**config.mk**
```make
export PLATFORM = sky130hd
export DESIGN_NAME = simon_cipher_collector
export DESIGN_NICKNAME = d
export VERILOG_FILES = /design/src/rtl/simon_pkg.sv /design/src/rtl/simon_cipher_collector.sv
export SDC_FILE = /design/constraint.sdc
export NUM_CORES = 1
export LEC_CHECK = 0
export BUFFER_PORTS_ARGS = -buffer_cell sky130_fd_sc_hd__clkbuf_2
export CAP_MARGIN = 20
export CORE_UTILIZATION = 25
export DETAILED_ROUTE_END_ITERATION = 8
export SLEW_MARGIN = 20
export SYNTH_ARGS = -nofsm -noshare
export SYNTH_HDL_FRONTEND = slang
export SYNTH_SLANG_ARGS = --single-unit
```
**constraint.sdc**
```tcl
create_clock -name clk -period 1.55 [get_ports clk]
set_clock_uncertainty 0.05 [all_clocks]
set_input_delay 0.31 -clock clk [delete_from_list [all_inputs] [get_ports clk]]
set_output_delay 0.31 -clock clk [all_outputs]
set_load 0.02 [all_outputs]
```
**src/rtl/simon_pkg.sv**
```systemverilog
`default_nettype none
// ---------------------------------------------------------------------------
// simon_pkg : shared Simon 128/128 constants and collector state encoding
// Revision  : 1.0
// ---------------------------------------------------------------------------
package simon_pkg;

  localparam int SIMON_BLOCK_BITS = 128;
  localparam int SIMON_WORD_BITS  = 64;
  localparam int SIMON_ROUNDS     = 68;

  typedef enum logic [0:0] {
    COLLECT = 1'b0,
    DRAIN   = 1'b1
  } collector_state_e;

endpackage
`default_nettype wire

```
**src/rtl/simon_cipher_collector.sv**
```systemverilog
`default_nettype none
// ---------------------------------------------------------------------------
// simon_cipher_collector : serial ciphertext capture, drained as bytes (valid/ready)
// Revision               : 1.0
// ---------------------------------------------------------------------------
module simon_cipher_collector
  import simon_pkg::*;
#(
  parameter int BLOCK_BITS = SIMON_BLOCK_BITS,
  parameter int BYTE_W     = 8
) (
  input  logic              clk,
  input  logic              reset,
  input  logic              cipher_in,
  input  logic              valid_in,
  input  logic              clear,
  output logic [BYTE_W-1:0] byte_out,
  output logic              byte_valid,
  input  logic              byte_ready,
  output logic              block_done,
  output logic              overrun,
  output logic              busy
);

  localparam int NUM_BYTES  = BLOCK_BITS / BYTE_W;
  localparam int BIT_CNT_W  = $clog2(BLOCK_BITS);
  localparam int BYTE_CNT_W = $clog2(NUM_BYTES);
  localparam logic [BIT_CNT_W-1:0]  LAST_BIT  = BIT_CNT_W'(BLOCK_BITS - 1);
  localparam logic [BYTE_CNT_W-1:0] LAST_BYTE = BYTE_CNT_W'(NUM_BYTES - 1);

  collector_state_e        state, state_next;
  logic [BLOCK_BITS-1:0]   sr;
  logic [BIT_CNT_W-1:0]    bit_cnt;
  logic [BYTE_CNT_W-1:0]   byte_cnt;
  logic                    capture;
  logic                    accept;

  assign capture = (state == COLLECT) && valid_in;
  assign accept  = (state == DRAIN) && byte_ready;

  always_ff @(posedge clk or negedge reset) begin
    if (!reset) state <= COLLECT;
    else        state <= state_next;
  end

  always_comb begin
    state_next = state;
    if (clear) begin
      state_next = COLLECT;
    end else begin
      case (state)
        COLLECT: if (capture && bit_cnt == LAST_BIT) state_next = DRAIN;
        DRAIN:   if (accept && byte_cnt == LAST_BYTE) state_next = COLLECT;
        default: state_next = COLLECT;
      endcase
    end
  end

  always_ff @(posedge clk or negedge reset) begin
    if (!reset) begin
      sr         <= '0;
      bit_cnt    <= '0;
      byte_cnt   <= '0;
      block_done <= 1'b0;
      overrun    <= 1'b0;
    end else if (clear) begin
      sr         <= '0;
      bit_cnt    <= '0;
      byte_cnt   <= '0;
      block_done <= 1'b0;
      overrun    <= 1'b0;
    end else begin
      block_done <= 1'b0;
      // New bits enter at the MSB so the first bit received lands at sr[0].
      if (capture) begin
        sr      <= {cipher_in, sr[BLOCK_BITS-1:1]};
        bit_cnt <= (bit_cnt == LAST_BIT) ? '0 : bit_cnt + 1'b1;
      end
      if (accept) begin
        sr <= sr >> BYTE_W;
        if (byte_cnt == LAST_BYTE) begin
          byte_cnt   <= '0;
          block_done <= 1'b1;
        end else begin
          byte_cnt <= byte_cnt + 1'b1;
        end
      end
      if (state == DRAIN && valid_in) overrun <= 1'b1;
    end
  end

  // All outputs come straight from registers; no input reaches an output combinationally.
  assign byte_out   = sr[BYTE_W-1:0];
  assign byte_valid = (state == DRAIN);
  assign busy       = (bit_cnt != '0) || (state == DRAIN);

endmodule
`default_nettype wire

```
== After elaboration in Yosys (flattened, before gate mapping) ==
Index checks and enable logic that the tools add are counted.
Cells by class
  div/mod/pow operators: 0
  eq/ne operators: 2
  bitwise logic cells: 1
  $lt $le $gt $ge: 0
  $add $sub $neg: 2
  shift-type cells: 0
  mux-type cells: 18
  multiply operators: 0
  reduce and logical (&&, ||, !) cells: 11
Operators with widths (number)
  128-bit two-way mux: 3
  7-bit two-way mux: 3
  4-bit two-way mux: 3
  1-bit two-way mux: 8
  7-bit by 1-bit adder with 7-bit output (second input constant): 1
  7-bit == test (second input constant): 1
  7-bit nonzero test: 1
  2-bit nonzero test: 3
  1-bit logical AND: 5
  4-bit by 1-bit adder with 4-bit output (second input constant): 1
  4-bit == test (second input constant): 1
  3-bit nonzero test: 1
  1-bit case mux with 2 select lines: 1
  1-bit logical OR: 1
  1-bit NOT: 1
Word-level totals
  logic and storage cells: 40
  input bits: 6
  bits in writable memories: 0
  latch bits: 0
  memory bits (read-only): 0
  register bits: 142
  memories: 0
  output and inout bits: 12

== Logic depth before layout (Yosys ltp) ==
  depth after elaboration: 6
  mapped depth: 7

== Worst setup path after synthesis ==
OpenSTA, ideal clock, no wires.
  kind: register to register
  start: register state (netlist: byte_valid)
  end: register bit_cnt[5]
  required time: 1.422 ns
  stages on the path, launching flop included: 6
  data arrival time: 1.438 ns
  library setup time: 0.078 ns
  path slack: -0.016 ns
  path through: dfrtp_1 > buf_6 > nand2b_4 > buf_6 > or4_1 > a21oi_1
On the way
  cells in the longest elaborated chain, start to end: 3
Ends and longest elaborated chain
  start: declaration: line simon_cipher_collector.sv:31  | collector_state_e state, state_next;
  start signal: assignment: line simon_cipher_collector.sv:43  | else state <= state_next;
  1-bit NOT
  1-bit logical AND: line simon_cipher_collector.sv:38  | assign capture = (state == COLLECT) && valid_in;
  2-bit nonzero test (no line)
  end signal: assignment: line simon_cipher_collector.sv:77  | bit_cnt <= (bit_cnt == LAST_BIT) ? '0 : bit_cnt + 1'b1;
  end: declaration: line simon_cipher_collector.sv:33  | logic [BIT_CNT_W-1:0] bit_cnt;
No other way between the ends.
A chain may end at the register's enable or synchronous reset.

== Worst setup path in the final report ==
  start: register bit_cnt[0]
  end: output busy
On the way
  cells in the longest elaborated chain, start to end: 2
Ends and longest elaborated chain
  7-bit nonzero test: line simon_cipher_collector.sv:95  | assign busy = (bit_cnt != '0) || (state == DRAIN);
  1-bit logical OR: line simon_cipher_collector.sv:95
  end: declaration: line simon_cipher_collector.sv:22  | output logic busy
No other way between the ends.

==> results_dict.tcl <==
set metrics [dict create \
    htree_levels 4 \
    synth_edf_count 0 \
    grt_max_degree 49 \
    clockBufferDepth 2 \
    num-nets-final 848 \
    ys.flop_type "dfrtp_1" \
    dr.max_layer_used "met4" \
    setup_violations 130 \
    worst_skew_pair.late_latency_ns 0.43 \
    wl_per_cell_um 17.7 \
    hold_viol_final 0 \
    synth_commonest_cells "nand2_1 (268), dfrtp_1 (142), nor2_1 (123)" \
    root_buffer "clkbuf_16" \
    area_growth_pct 51.4 \
    syn_nets 799 \
    drv_cap 0 \
    diodes 0 \
    synth_area_leaders "dfrtp_1 (51%), nand2_1 (15%), a311oi_1 (14%)" \
    antenna_left 0 \
    place_congestion 0.743 \
    cts_tree "yes" \
    yosysMostFrequentCell "nand2_1" \
    fin_crit_sh_pct 122 \
    worst_pin_slew_ns 0.352 \
    async_flop_share_pct 100 \
    start_util_pct 25.6 \
    relSlewSlack_pct 76.5 \
    cp.arrival_ns 1.53 \
    numCtsBuffers 17 \
    fin_area_um2 10500 \
    io_buffers 17 \
    wl_met2_um 10600 \
    die_y_um 168 \
    drtIter0Drc 604 \
    cp-start-kind "flip-flop" \
    drc 0 \
    power_density_nw_per_um2 841 \
    rsz0062_at_grt "yes" \
    die_x_um 168 \
    ys_warn_count 0 \
    fin_crit_ns 1.89 \
    grt.total_usage_pct 12.4 \
    worst_hold_path_type "in2reg" \
    cts.sinks 142 \
    vdd_drop_max_v 0.000553 \
    ys_types 30 \
    ys_ff_latch 142 \
    clock.fmax_mhz 528 \
    cp_max_fo 2 \
    antenna_found_initial 0 \
    leakage_nw 4.79 \
    yosysTopAreaCell "dfrtp_1" \
    grt_pass1_vias 5624 \
    drtPass1Iterations 5 \
    routed_wirelength_um 21100 \
    m1WireLength_um 9390 \
    reg2regPathDepth 6 \
    setup.worst_path.class "reg2out" \
    drive_gt1_share_pct 44.7 \
    dp_slack_ns -0.0389 \
    io_pins 18 \
    clk_transition_reported_paths_ns 0.06 \
    grt_pass1_wl_um 28300 \
    violations "negative setup slack" \
    place_hpwl_um 9950 \
    vias 6312 \
    finalMaxSlewViolations 0 \
    vias_per_cell 5.29 \
    synthesis.area_um2 6910 \
    hold_ws_ns 0.0620 \
    end_kind "output pin" \
    yosysTopAreaCellShare_pct 51.5 \
    min_path_cells 3 \
    cp.required_ns 1.19 \
    fin_ws_ns -0.343 \
    synth_cells 790 \
    coreArea_um2 27000 \
    outcome "finished with violations" \
    dpl-instance-area_um2 7530 \
    grt-ovfl-total 0 \
    wl_met3_um 683 \
    ys_seq_area_share_pct 51.5 \
    syn_avg_cell_area_um2 8.74 \
    rows 60 \
    die_area_um2 28300 \
]
layer usage:
metal / global-route usage (%) / vias to the layer above
met5: 0 / -
met3: 3.22 / 25
met4: 4.07 / 0
li1: - / 2868
met1: 16.4 / 3299
met2: 19.6 / 120
worst max-delay path: stages, from the launching register on:
cell	delay, ns
dfrtp_1	0.39
inv_2	0.09
ha_4	0.12
nor4b_4	0.19
nand2_2	0.15
buf_8	0.17
layout make-up:
type,count,area [µm²]
flip-flops and latches,142,3550
well taps,341,427
inverters,4,15.0
clock buffers,21,470
clock inverters,11,139
fillers,2509,16600
repair buffers,108,1550
multi-input cells,566,4300
cells in the final DEF, fill, tap and decap left out, types with 2 or more instances in the layout:
cell,synthesis,layout
a21oi_1,18,10
a21oi_2,0,8
a311oi_1,114,17
a311oi_2,6,103
and2b_4,0,2
buf_12,0,20
buf_16,0,6
buf_4,19,29
buf_6,3,15
buf_8,0,6
bufinv_16,0,3
clkbuf_16,0,34
clkbuf_2,0,13
clkbuf_8,0,3
clkinv_2,0,5
clkinvlp_4,0,2
dfrtp_1,142,141
ha_4,0,2
inv_1,4,2
inv_2,0,2
nand2_1,268,150
nand2_2,0,43
nand2_4,0,75
nand3_1,6,6
nor2_1,123,123
nor3_1,3,3
o211ai_1,3,3
o21ai_0,2,2
or3_1,3,3
xor2_1,2,2
repair_timing:
action,4_1_cts,5_1_grt
setup buffers,1,24
pin swaps,2,168
gates resized for setup,20,327
hold endpoints to repair,29,0
endpoints found under the setup margin,22,130
cloned,4,22
hold buffers,1,0
cell families after synthesis:
kind of cell / count (synthesis) / share of synthesized area, %
adders and majority gates: 3 / 0.544
DFF: 142 / 51.5
xor gates and xnor gates: 2 / 0.254
buffers and inverters: 84 / 6.41
AOI/OAI and AO/OA: 148 / 18.1
and+or+nand+nor: 411 / 23.2
worst paths after layout:
check | start | endpoint | slack [ns]
worst max-delay path | bit_cnt[0] | busy | -0.34
worst min-delay path | cipher_in | sr[127] | 0.06
worst max register to register | byte_valid | sr[117] | -0.24
worst min register to register | sr[127] | sr[126] | 0.50
max in group asynchronous | reset | byte_valid | 0.59
min in group asynchronous | reset | sr[7] | 0.30
sequential cells by signal (all words and copies together), names as in the netlist:
name	flops
overrun	1
block_done	1
sr	128
bit_cnt	7
byte_valid	1
byte_cnt	4
where the power goes:
group          internal, mW  switching [mW]  total (mW)
clock                  2.65            1.64        4.28
combinational         0.318           0.466       0.784
sequential             3.71         0.00641        3.72
total                  6.68            2.11        8.79
stage by stage:
stage | util, % | power [mW] | cells | setup TNS (ns)
6_report | 38.7 | 8.79 | 1193 | -18.26
5_1_grt | 38.7 | 9.00 | 1193 | -24.51
3_5_place_dp | 27.9 | 4.19 | 1109 | -0.0825
4_1_cts | 30.9 | 8.49 | 1147 | -4.98
3_3_place_gp | 27.9 | 4.19 | 1109 | -0.00952
2_1_floorplan | - | 3.98 | 790 | 0
Power figures use the tool's default switching activity.
